===== src/rtl/loader_pkg.sv =====
// Shared constants for the state loader: opcodes, FSM states, operand lengths.
package loader_pkg;

    typedef enum logic [2:0] {
        IDLE    = 3'd0,
        OPERAND = 3'd1,
        WRITE   = 3'd2,
        RUN     = 3'd3,
        ERROR   = 3'd4
    } state_t;

    localparam logic [7:0] OP_REG = 8'h01;
    localparam logic [7:0] OP_MEM = 8'h02;
    localparam logic [7:0] OP_GO  = 8'h03;

    // Operand bytes following each opcode
    localparam int REG_OPERAND_LEN = 5;   // index + 4 data bytes
    localparam int MEM_OPERAND_LEN = 8;   // 4 address + 4 data bytes

    // Counter value at which the final operand byte is accepted
    localparam logic [2:0] REG_LAST = 3'(REG_OPERAND_LEN - 1);
    localparam logic [2:0] MEM_LAST = 3'(MEM_OPERAND_LEN - 1);

endpackage


===== src/rtl/shift_accum.sv =====
// Big-endian byte accumulator: each enabled byte shifts in at the bottom,
// so the first byte received ends up in bits [31:24] after four loads.
module shift_accum (
    input  logic        clk,
    input  logic        reset_n,
    input  logic        clr,
    input  logic        en,
    input  logic [7:0]  din,
    output logic [31:0] q
);

    // Clear has priority over load so a new command always starts from zero
    always_ff @(posedge clk or negedge reset_n) begin
        if (!reset_n) begin
            q <= 32'd0;
        end else if (clr) begin
            q <= 32'd0;
        end else if (en) begin
            q <= {q[23:0], din};
        end
    end

endmodule


===== src/rtl/state_loader.sv =====
// Byte-stream loader: decodes REG/MEM/GO commands from a valid/ready byte
// stream, writes the register file or data memory, then releases the CPU.
//
// Handshake: a byte moves only on a cycle where in_valid and in_ready are
// both high at the rising clock edge; in_data is don't-care otherwise, and
// in_valid may drop at any time without disturbing a partial command.
module state_loader
    import loader_pkg::*;
#(
    parameter int DATA_W = 32,
    parameter int NREGS  = 32
) (
    input  logic              clk,
    input  logic              reset_n,
    input  logic              in_valid,
    input  logic [7:0]        in_data,
    output logic              in_ready,
    output logic              rf_we,
    output logic [4:0]        rf_waddr,
    output logic [DATA_W-1:0] rf_wdata,
    output logic              mem_we,
    output logic [31:0]       mem_addr,
    output logic [DATA_W-1:0] mem_wdata,
    output logic              cpu_hold,
    output logic              err,
    output logic [2:0]        dbg_state
);

    state_t      state, state_nx;
    logic [2:0]  cnt;
    logic        is_mem;
    logic [7:0]  idx;
    logic        live;

    logic        xfer;
    logic        last;
    logic        bad;
    logic        commit;
    logic        acc_clr;
    logic        addr_en;
    logic        data_en;
    logic [31:0] addr_q;
    logic [31:0] data_q;
    logic [31:0] data_full;
    logic        unused_data_hi;

    assign xfer    = in_valid && in_ready;
    assign last    = (state == OPERAND) && (cnt == (is_mem ? MEM_LAST : REG_LAST));
    assign bad     = is_mem ? (addr_q[1:0] != 2'b00) : ({24'd0, idx} >= 32'(NREGS));
    assign commit  = xfer && last && !bad;
    assign acc_clr = xfer && (state == IDLE);
    assign addr_en = xfer && (state == OPERAND) && is_mem && (cnt < 3'd4);
    assign data_en = xfer && (state == OPERAND) && (is_mem ? (cnt >= 3'd4) : (cnt >= 3'd1));

    // The final data byte is still being shifted in on the commit edge
    assign data_full      = {data_q[23:0], in_data};
    assign unused_data_hi = ^data_q[31:24];

    shift_accum u_addr (
        .clk     (clk),
        .reset_n (reset_n),
        .clr     (acc_clr),
        .en      (addr_en),
        .din     (in_data),
        .q       (addr_q)
    );

    shift_accum u_data (
        .clk     (clk),
        .reset_n (reset_n),
        .clr     (acc_clr),
        .en      (data_en),
        .din     (in_data),
        .q       (data_q)
    );

    // State register
    always_ff @(posedge clk or negedge reset_n) begin
        if (!reset_n) state <= IDLE;
        else          state <= state_nx;
    end

    // Next-state decode; RUN and ERROR only leave through reset
    always_comb begin
        state_nx = state;
        case (state)
            IDLE: begin
                if (xfer) begin
                    case (in_data)
                        OP_REG, OP_MEM: state_nx = OPERAND;
                        OP_GO:          state_nx = RUN;
                        default:        state_nx = ERROR;
                    endcase
                end
            end
            OPERAND: if (xfer && last) state_nx = bad ? ERROR : WRITE;
            WRITE:   state_nx = IDLE;
            RUN:     state_nx = RUN;
            ERROR:   state_nx = ERROR;
            default: state_nx = IDLE;
        endcase
    end

    // Moore outputs; in_ready is held low until the first edge after reset
    always_comb begin
        in_ready  = live && ((state == IDLE) || (state == OPERAND));
        rf_we     = (state == WRITE) && !is_mem && (idx != 8'd0);
        mem_we    = (state == WRITE) && is_mem;
        cpu_hold  = (state != RUN);
        err       = (state == ERROR);
        dbg_state = state;
    end

    // Marks the first clock after reset release
    always_ff @(posedge clk or negedge reset_n) begin
        if (!reset_n) live <= 1'b0;
        else          live <= 1'b1;
    end

    // Command type, register index and operand position counter
    always_ff @(posedge clk or negedge reset_n) begin
        if (!reset_n) begin
            cnt    <= 3'd0;
            is_mem <= 1'b0;
            idx    <= 8'd0;
        end else if (xfer) begin
            if (state == IDLE) begin
                cnt    <= 3'd0;
                is_mem <= (in_data == OP_MEM);
            end else if (state == OPERAND) begin
                cnt <= last ? 3'd0 : cnt + 3'd1;
                if (!is_mem && (cnt == 3'd0)) idx <= in_data;
            end
        end
    end

    // Write-port registers update only when a write is committed, so they
    // hold their last values between strobes
    always_ff @(posedge clk or negedge reset_n) begin
        if (!reset_n) begin
            rf_waddr  <= 5'd0;
            rf_wdata  <= '0;
            mem_addr  <= 32'd0;
            mem_wdata <= '0;
        end else if (commit) begin
            if (is_mem) begin
                mem_addr  <= addr_q;
                mem_wdata <= DATA_W'(data_full);
            end else if (idx != 8'd0) begin
                rf_waddr <= idx[4:0];
                rf_wdata <= DATA_W'(data_full);
            end
        end
    end

endmodule


===== config.mk =====
export PLATFORM = sky130hd
export DESIGN_NAME = state_loader
export DESIGN_NICKNAME = d
export VERILOG_FILES = /design/src/rtl/loader_pkg.sv /design/src/rtl/shift_accum.sv /design/src/rtl/state_loader.sv
export SDC_FILE = /design/constraint.sdc
export NUM_CORES = 1
export LEC_CHECK = 0
export ABC_AREA = 1
export CORE_MARGIN = 2
export CORE_UTILIZATION = 40
export DETAILED_ROUTE_END_ITERATION = 8
export PLACE_DENSITY = 0.72
export RECOVER_POWER = 25
export REMOVE_ABC_BUFFERS = 1
export SYNTH_ARGS = -nofsm -noshare
export SYNTH_HDL_FRONTEND = slang
export SYNTH_SLANG_ARGS = --single-unit

===== constraint.sdc =====
create_clock -name clk -period 3.3 [get_ports clk]
set_clock_uncertainty 0.2 [all_clocks]
set_input_delay 0.33 -clock clk [delete_from_list [all_inputs] [get_ports clk]]
set_output_delay 0.33 -clock clk [all_outputs]
set_load 0.005 [all_outputs]

# Yosys cells after proc, flatten, opt, wreduce, memory -nomap -nowiden
# Index checks and enable logic that the tools add are counted.
[classes]
addsub = 1
order_cmp = 4
eq_ne = 11
n_mux = 15
bitwise = 2
reduce_logical = 31
[op_table]
columns = ["operator", "count"]
rows = [
  ["two-way mux 32 bit", 2],
  ["two-way mux 24 bit", 2],
  ["two-way mux 3 bit", 6],
  ["equality test 8 x 2 -> 1 bit (second input constant)", 2],
  ["logical AND 1 bit", 14],
  ["one-hot mux 3 bit (4 select lines)", 1],
  ["equality test 8 x 1 -> 1 bit (second input constant)", 1],
  [">= comparator 8 x 6 -> 1 bit (second input constant)", 1],
  ["AND reduction 2 bit", 4],
  ["nonzero test 2 bit", 4],
  ["nonzero test 8 bit", 1],
  ["equality test 3 x 2 -> 1 bit (second input constant)", 2],
  ["logical NOT 3 bit", 2],
  ["one-hot mux 3 bit (2 select lines)", 1],
  ["AND reduction 4 bit", 1],
  ["adder 3 x 1 -> 3 bit (second input constant)", 1],
  ["equality test 3 x 1 -> 1 bit (second input constant)", 1],
  ["equality test 3 bit", 1],
  ["equality test 3 bit (second input constant)", 1],
  [">= comparator 3 x 1 -> 1 bit (second input constant)", 1],
  [">= comparator 3 bit (second input constant)", 1],
  ["< comparator 3 bit (second input constant)", 1],
  ["!= test 3 x 2 -> 1 bit (second input constant)", 1],
  ["AND reduction 3 bit", 1],
  ["8 further kinds", 11],
]
[word_totals]
reg_bits = 173
input_bits = 11
output_inout_bits = 109
elab_cells = 75

# Longest topological paths before layout
# Gate-level depths: netlist of run 1.
[logic_depth]
depth_word = 9
mapped_depth = 9
mapped_depth_nobuf = 8

# Modules after synthesis
# From an unflattened synthesis of run 1, not the netlist that was laid out.
[hier_totals]
cells_unflattened = 891
hier_area_um2 = 7787.5
[modules_own_cells]
columns = ["module", "instances", "cells_each", "area_each_um2", "seq_area_each_um2"]
rows = [
  ["state_loader", 1, 611, 5217.5, 2927.8],
  ["shift_accum", 2, 140, 1285.0, 800.8],
]

# Worst setup path before layout of run 1
# No wires, ideal clock.
[synth_timing]
path_kind = "reg2reg"
start = "register state[1] (netlist: dbg_state[1])"
end = "register rf_waddr[0]"
setup_ns = 0.121
t_arrival_ns = 1.417
required_ns = 2.979
setup_slack_ns = 1.562
stages_incl_launch_ff = 9
path_buffers = 2
period_less_slack_ns = 1.738
cell_sequence = "dfrtp_1 nor2_1 nand2_1 nor2_4 nand3_1 buf_2 buf_6 o21bai_1 nand2_1"
[synth_between]
elab_chain_cells = 7
word_cells_on_any_way = 9
classes_between = "eq/ne (1); reduce/logical (8)"
[synth_lines]
columns = ["element", "line_no", "text"]
rows = [
  ["start: declaration", "state_loader.sv:29", "state_t state, state_nx;"],
  ["start signal: assignment", "state_loader.sv:80", "else state <= state_nx;"],
  ["equality test 3 x 1 -> 1 bit / logical NOT 3 bit (equally long branches)", "state_loader.sv:48, state_loader.sv:106", ""],
  ["logical OR 1 bit", "state_loader.sv:106", "in_ready = live && ((state == IDLE) || (state == OPERAND));"],
  ["logical AND 1 bit", "state_loader.sv:106", ""],
  ["logical AND 1 bit", "state_loader.sv:47", "assign xfer = in_valid && in_ready;"],
  ["logical AND 1 bit (*) (2 in a row)", "state_loader.sv:50", "assign commit = xfer && last && !bad;"],
  ["AND reduction 3 bit (no source line) (*)", "n/a", ""],
  ["end signal: assignment", "state_loader.sv:150", "rf_waddr <= idx[4:0];"],
  ["end: declaration", "state_loader.sv:19", "output logic [4:0] rf_waddr,"],
]
# Mark *: on every way between the ends. The rest lies on a longest branch, timed or not.
# A chain may end at the register's enable or synchronous reset.

# Worst setup path in the final report of run 1
[layout_timing]
start = "register is_mem"
end = "output port rf_we"
[layout_between]
elab_chain_cells = 3
[layout_lines]
columns = ["element", "line_no", "text"]
rows = [
  ["start: declaration", "state_loader.sv:31", "logic is_mem;"],
  ["start signal: assignment", "state_loader.sv:129", "is_mem <= (in_data == OP_MEM);"],
  ["logical NOT 1 bit", "state_loader.sv:107", "rf_we = (state == WRITE) && !is_mem && (idx != 8'd0);"],
  ["logical AND 1 bit (2 in a row)", "state_loader.sv:107", ""],
  ["end: declaration", "state_loader.sv:18", "output logic rf_we,"],
]
# No other way between the ends.

==> key figures, run 1 <==
Routing
  • DRC violations left: 0
  • Post-route ant nets: 0
  • Initial DRC Count: about 360
  • DRT Wirelength: 18.18 mm
  • Vias: 6010
  • 1st-pass router iterations: 4
  • Vias per cell: about 5.0
  • DR WL/cell: ~15 microns

Synthesis
  • Post-Synthesis Cells: between 800 and 900
  • Cell Area, Synth: ~7400 sq um
  • Cell taking the most area after synthesis: dfrtp_1
  • YS warnings: 0
  • Distinct cell type count after synthesis: 26
  • Syn Area/Cell: between 8 and 9 sq um
  • Top-area cell type share of the netlist area: approximately three fifths
  • FF+latch count, synth: about 170
  • Largest cells by area after synthesis: dfrtp_1 (59%), nand2_1 (15%), nand3_1 (10%)
  • Sequential area share after synthesis: about three fifths

Run status
  • Failing checks: max-capacitance violations, max-slew violations
  • Status: finished, violations left

Place
  • Count of input and output buffers: between 100 and 150
  • Final GP Congestion: between 0.8 and 0.9
  • Detailed placement HPWL: roughly 12 mm

Layout
  • Area Overhead vs Synth: 26.98%
  • Fin nets: 973
  • Area of the multi-input gates: between 2000 and 3000 sq um
  • Fillers: ~1700
  • Area occupied by registers: ~4300 sq um
  • Number of diodes: 0
  • Fraction of layout cells with a size suffix above 1: ~6.4%

Critical path
  • Reg2Reg Depth: 6
  • Worst-path maximum fanout: 6
  • Crit start category: register
  • CP startpoint: is_mem$_DFFE_PN0P_
  • Setup crit end kind: primary output
  • CP Data Required Time: 2.77 ns
  • Crit path kind: reg2out
  • Reg-to-reg endpoint: u_data.q[4]$_DFFE_PN0P_
  • CP arrival: just under 2 ns
  • FF-to-FF Start: dbg_state[1]$_DFFE_PN0P_
  • R2R setup slack: between 0.9 and 1 ns
  • Crit path capture: rf_we

Floorplanning
  • Initial Util: between 40% and 50%
  • Number of cell rows: 49
  • I/O pins: between 100 and 150
  • Die X: approximately 140 microns
  • Core ar.: ~18000 sq um
  • Die height: around 140 microns
  • Die area: 19590 sq um

Timing
  • Final setup fails: 0
  • Max_slew headroom: -21.71%
  • Sum of negative setup slack: 0 ns
  • Final Slew Violations: slightly above 70
  • Fin crit period: ~2.5 ns
  • Slew @ Worst Pin: 1.826 ns
  • RSZ-0062 raised after global routing: false
  • Final hold vios: 0
  • Fin crit share: between 70% and 80%
  • FMAX: slightly above 0.4 GHz

Power and ir drop
  • VDD IR-drop max: about 0.00033 V
  • Final Power: around 4.7 mW
  • Pwr dens: 497.3 nW/um^2
  • LEAKAGE: 4.743 nW

Global routing
  • M2 GR Usage: 30.35%
  • Vias in the first global route: 5928
  • Gr ovfl total: 0
  • Total GRT Usage: 19.59%
  • Met3 Usage GRT: 4.615%
  • Most used routing layer: met2
  • Initial antenna violation count: 0
  • Largest net degree at the start of global routing: 73
  • First-pass GRT wire length: between 30 and 40 mm
  • GR Util met1: 27.76%

Clock network
  • Cts bufs inserted: 17
  • CTS tree: yes
  • Post-CTS setup buffer count: 0
  • Clk_lat worst skew: 0.43 ns
  • H-tree lvl count: 4
  • Clk buf depth: 2
  • Root buffer cell: clkbuf_16
  • CTS Sinks: roughly 170
  • Clk slew on worst S/H paths: approximately 0.060 ns

Run
  • Max Cap Violations: 1

Min path
  • HP Class: reg2reg
synthesized netlist by cell type:
master and number:
inv_2 4, nand4_2 2, clkbuf_1 23, nor2_4 3, nand2_1 298, buf_2 18, o21ai_1 2, a21oi_1 2
ha_1 3, o21ai_0 31, o22ai_1 1, conb_1 1, nand3_2 1, xnor2_1 1, nand3_1 149, nor2_1 25
nor2_2 2, buf_6 2, nand4_1 1, nand3b_1 1, inv_1 68, dfrtp_1 173, o21bai_1 37, nand2_2 1
buf_4 1, buf_1 5
power by group:
part           internal, mW  switching [mW]
Combinational         0.117           0.394
Clock                  1.17           0.814
Sequential             2.15          0.0273
Total                  3.43            1.24
how the worst min path moves through the flow:
stage,start,to,depth (start not counted)
global placement,reset_n,mem_wdata[31]$_DFFE_PN0P_,1
floorplan,reset_n,cnt[0]$_DFFE_PN0P_,0
detailed placement,reset_n,mem_wdata[31]$_DFFE_PN0P_,1
finish,u_addr.q[27]$_DFFE_PN0P_,u_addr.q[27]$_DFFE_PN0P_,2
global route,u_addr.q[30]$_DFFE_PN0P_,u_addr.q[30]$_DFFE_PN0P_,2
CTS,u_addr.q[30]$_DFFE_PN0P_,u_addr.q[30]$_DFFE_PN0P_,2
worst max-delay path, cell delays in order, from the launching register on:
cell and delay [ns]:
dfrtp_1 0.43, inv_1 0.24, o21ai_0 0.20, nor2_1 0.13, clkdlybuf4s50_1 0.52
cell type report:
type                    instances  share of cell area, %
inverters                      72                  2.879
well taps                     229                  3.052
clock inverters                10                  1.213
flip-flops and latches        173                  46.11
multi-input cells             561                  27.63
repair buffers                134                  14.10
clock buffers                  21                  5.011
metal layers:
| metal | routed length, microns | share of wire [%] |
|---|---|---|
| met5 | 0 | 0 |
| met4 | 245 | 1.3 |
| met3 | 958 | 5.3 |
| met2 | 8490 | 47 |
| met1 | 8488 | 47 |
kinds of logic (layout without fill, tap and decap cells):
group,count (synthesis),after routing,share of synthesized area (%)
adders and majority gates,3,3,0.5078
buffers and inverters,121,237,6.702
DFF,173,173,58.55
and+or+nand+nor,483,483,27.86
AOI/OAI and AO/OA,73,73,6.211
xor gates and xnor gates,1,1,0.1185
other,1,1,0.05072
cell usage in the layout (no fill, tap or decap):
| master | n |
|---|---|
| clkbuf_8 | 3 |
| o21bai_1 | 37 |
| o21ai_2 | 1 |
| clkinv_2 | 4 |
| nand4_2 | 1 |
| nand2_2 | 1 |
| nor2_2 | 3 |
| o21ai_0 | 31 |
| o22ai_1 | 1 |
| buf_4 | 11 |
| nand4_4 | 1 |
| a21oi_1 | 2 |
| nand3b_1 | 1 |
| nand3_1 | 147 |
| dfrtp_1 | 173 |
| nor2_1 | 24 |
| clkinv_4 | 2 |
| dlygate4sd3_1 | 1 |
| clkbuf_1 | 1 |
| inv_6 | 1 |
| inv_2 | 4 |
| ha_1 | 3 |
| nand3_2 | 3 |
| clkbuf_2 | 2 |
| conb_1 | 1 |
| xnor2_1 | 1 |
| inv_1 | 68 |
| o21ai_1 | 1 |
| buf_12 | 2 |
| clkinvlp_4 | 1 |
| clkdlybuf4s50_1 | 118 |
| nand4_1 | 1 |
| nand2_1 | 298 |
| clkbuf_16 | 17 |
| nor2_4 | 3 |
| bufinv_16 | 2 |
registers in the layout, indices dropped and copies added, names as in the netlist:
signal	count
mem_addr	32
mem_wdata	32
rf_wdata	32
u_addr.q	32
u_data.q	24
idx	8
rf_waddr	5
cnt	3
dbg_state	3
is_mem	1
live	1
stage by stage:
step	util (%)	cells	worst slack, ns	cell area [sq um]	hold WS (ns)
floorplan	-	806	0.6523	7168	-0.1656
global placement	48.83	1168	0.8845	8802	0.2072
detailed placement	48.83	1168	0.8359	8802	0.2012
CTS	52.13	1200	0.8446	9397	0.2766
global route	52.08	1200	0.4474	9388	0.2895
finish	52.08	1200	0.8374	9388	0.2718
timing repair:
item | 4_1_cts | 5_1_grt
hold buffers | 1 | 0
resized for setup | 0 | 0
endpoints found under the hold margin | 68 | 0
Power figures use the tool's default switching activity.
==> run 2, diff against run 1 <==
==> constraint.sdc (replaced) <==
create_clock -name clk -period 2.29 [get_ports clk]
set_clock_uncertainty 0.2 [all_clocks]
set_input_delay 0.229 -clock clk [delete_from_list [all_inputs] [get_ports clk]]
set_output_delay 0.229 -clock clk [all_outputs]
set_load 0.005 [all_outputs]
==> run 2 against run 1 <==
- the flow now finishes without violations
- clock-buffer cell count rose by 1
- non-clock buffer count increased by 8
- via count decreased by 0.47%
- utilization rose by 0.55 points
- sequential power increased by 44%
- sequential share of layout area is 0.47 points lower
- global-route usage hardly changed
- cell count up 0.75%
- combinational power grew 61%
- wire length increased by 0.89%
==> key figures, run 2 (synthesis gave the netlist of run 1 again) <==
Timing
  • Worst setup margin: 0.09294 ns (-0.7444 ns)
  • Fin crit period: between 2 and 2.5 ns
  • Final setup fails: 0 (unchanged)
  • Final Hold Slack: 0.2766 ns (+0.004845 ns)
  • RSZ-0062 raised after global routing: true
  • Max_slew headroom: 26.88% (+49 points)
  • Final hold vios: 0 (unchanged)
  • Fin crit share: a little over nine tenths
  • Final Slew Violations: 0 (-100%)
  • FMAX: 0.4552 GHz
  • Slew @ Worst Pin: 1.097 ns (-0.7290 ns)

Clock network
  • CTS tree: yes
  • Clk buf depth: 2 (unchanged)
  • Post-CTS setup buffer count: 0 (unchanged)
  • Clk slew on worst S/H paths: 0.07 ns (about the same)
  • Clk_lat worst skew: 0.42 ns (about the same)
  • Root buffer cell: clkbuf_16
  • Cts bufs inserted: 17 (unchanged)
  • H-tree lvl count: 4 (unchanged)
  • CTS Sinks: 173 (unchanged)

Floorplanning
  • Number of cell rows: 49 (unchanged)
  • Die X: 140.0 microns (unchanged)
  • Die height: 140.0 microns (unchanged)
  • I/O pins: 120 (unchanged)
  • Core ar.: 18020 sq um (unchanged)
  • Die area: 19590 sq um (unchanged)
  • Initial Util: 41.02% (unchanged)

Routing
  • Post-route ant nets: 0 (unchanged)
  • DRC violations left: 0 (unchanged)
  • DR WL/cell: 15.17 microns (+0.13%)
  • 1st-pass router iterations: 5 (+1)
  • Vias per cell: 4.948 (-1.2%)
  • Initial DRC Count: 422 (+19%)
  • DRT Wirelength: 18.34 mm (+0.89%)
  • Vias: 5982 (-0.47%)

Global routing
  • Total GRT Usage: 19.62% (+0.024 points)
  • Most used routing layer: met2
  • Vias in the first global route: 6015 (+1.5%)
  • GR Util met1: 27.86% (+0.10 points)
  • Largest net degree at the start of global routing: 71 (-2.7%)
  • Gr ovfl total: 0 (unchanged)
  • Initial antenna violation count: 0 (unchanged)
  • Met3 Usage GRT: 4.034% (-0.58 points)
  • First-pass GRT wire length: 30.95 mm (+0.60%)
  • M2 GR Usage: 30.86% (+0.51 points)

Layout
  • Final Core Density: 52.63% (+0.55 points)
  • Commonest non-fill, non-tap cell in the layout: nand2_1
  • Area Overhead vs Synth: 28.31%
  • Number of diodes: 0 (unchanged)
  • Fraction of layout cells with a size suffix above 1: 7.347% (+0.96 points)
  • Area occupied by registers: 4330 sq um (about the same)
  • Fin nets: 981 (+0.82%)
  • Cell area after layout: 9487 sq um (+1.1%)
  • Most frequent cells in the layout: nand2_1 (298), dfrtp_1 (172), nand3_1 (147), clkdlybuf4s50_1 (118), inv_1 (67)
  • Fillers: 1705 (+2.3%)
  • Area of the multi-input gates: 2597 sq um (+0.14%)
  • Fin cells: 1209 (+0.75%)

Place
  • Pre-CTS WS: 0.1405 ns (-0.6954 ns)
  • Placed Cells: 1176 (+0.68%)
  • Count of input and output buffers: 119 (unchanged)
  • Detailed placement HPWL: 11.84 mm (+2.9%)
  • Final GP Congestion: 0.8321 (-1.4%)
  • Post-detailed-placement cell area: 8900 sq um (+1.1%)

Critical path
  • Worst-path maximum fanout: 3 (-3)
  • Crit start category: register
  • Crit path kind: reg2out
  • CP arrival: 1.77 ns (-0.16 ns)
  • Setup crit end kind: primary output
  • CP Data Required Time: 1.86 ns (-0.91 ns)

Min path
  • HP Class: reg2reg

Power and ir drop
  • Pwr dens: 717.6 nW/um^2 (+44%)
  • LEAKAGE: 4.775 nW (+0.67%)
  • VDD IR-drop max: 0.0006586 V (+98%)

Run
  • Max Cap Violations: 0 (-1)

Run status
  • Status: finished, final reports clean
run 2: changes by cell type in the layout (fill, tap and decap cells not counted), moves of 2 or more:
cell | previous run | this run
clkbuf_1 | 1 | 3
clkinv_4 | 2 | 0
clkinvlp_4 | 1 | 4
buf_4 | 11 | 17
buf_12 | 2 | 5
run 2: routing by layer:
| metal | wire, microns | share of wire (%) |
|---|---|---|
| met1 | 8825 | 48 |
| met2 | 8468 | 46 |
| met3 | 821 | 4.5 |
| met4 | 227 | 1.2 |
| met5 | 0 | 0 |
run 2: final timing paths:
kind | from | to | slack [ns] | cells after the start
hold reg to reg | u_addr.q[29]$_DFFE_PN0P_ | u_addr.q[29]$_DFFE_PN0P_ | 0.28 | 2
setup / recovery | idx[3]$_DFFE_PN0P_ | rf_we | 0.09 | 5
max in group asynchronous | reset_n | is_mem$_DFFE_PN0P_ | 0.57 | 3
min in group asynchronous | reset_n | rf_wdata[15]$_DFFE_PN0P_ | 0.36 | 2
hold / removal | u_addr.q[29]$_DFFE_PN0P_ | u_addr.q[29]$_DFFE_PN0P_ | 0.28 | 2
setup reg to reg | dbg_state[1]$_DFFE_PN0P_ | u_addr.q[31]$_DFFE_PN0P_ | 0.25 | 6
run 2: what timing repair did:
action                     4_1_cts  5_1_grt
setup endpoints to repair        1        2
hold endpoints to repair       173        0
resized for setup                2        2
pin swaps                        0        1
hold buffers                     1        0
run 2: critical path, cell delays in order, from the launching register on:
cell	delay, ns
dfrtp_1	0.40
nor2_1	0.12
nand3b_1	0.15
o21ai_2	0.17
nor2_1	0.06
clkdlybuf4s50_1	0.45
run 2: power breakdown:
part,switching (mW),internal [mW]
clock network,1.19,1.66
logic,0.594,0.229
registers,0.0397,3.09
total,1.82,4.98
run 2: layout make-up:
class                           instances  area share [%]
Inverter                               72           2.849
Multi-Input combinational cell        561           27.38
Timing Repair Buffer                  142           15.01
Clock buffer                           22           4.893
Clock inverter                         10           1.200
Sequential cell                       173           45.65
Tap cell                              229           3.020
run 2: per-stage QoR:
step	total power, mW	setup TNS (ns)
after floorplan	3.564	-35.13
after global placement	3.990	0
after detailed placement	3.998	0
after CTS	6.853	0
after global routing	7.074	-0.005394
final	6.807	0
==> run 3, diff against run 2 <==
--- a/config.mk
+++ b/config.mk
@@ -6,12 +6,14 @@
 export NUM_CORES = 1
 export LEC_CHECK = 0
 export ABC_AREA = 1
+export CAP_MARGIN = 0
 export CORE_MARGIN = 2
 export CORE_UTILIZATION = 40
 export DETAILED_ROUTE_END_ITERATION = 8
 export PLACE_DENSITY = 0.72
 export RECOVER_POWER = 25
 export REMOVE_ABC_BUFFERS = 1
+export SLEW_MARGIN = 20
 export SYNTH_ARGS = -nofsm -noshare
 export SYNTH_HDL_FRONTEND = slang
 export SYNTH_SLANG_ARGS = --single-unit
==> results of run 3 <==
Same layout as run 2: the final DEF is identical, and so are final timing and power.
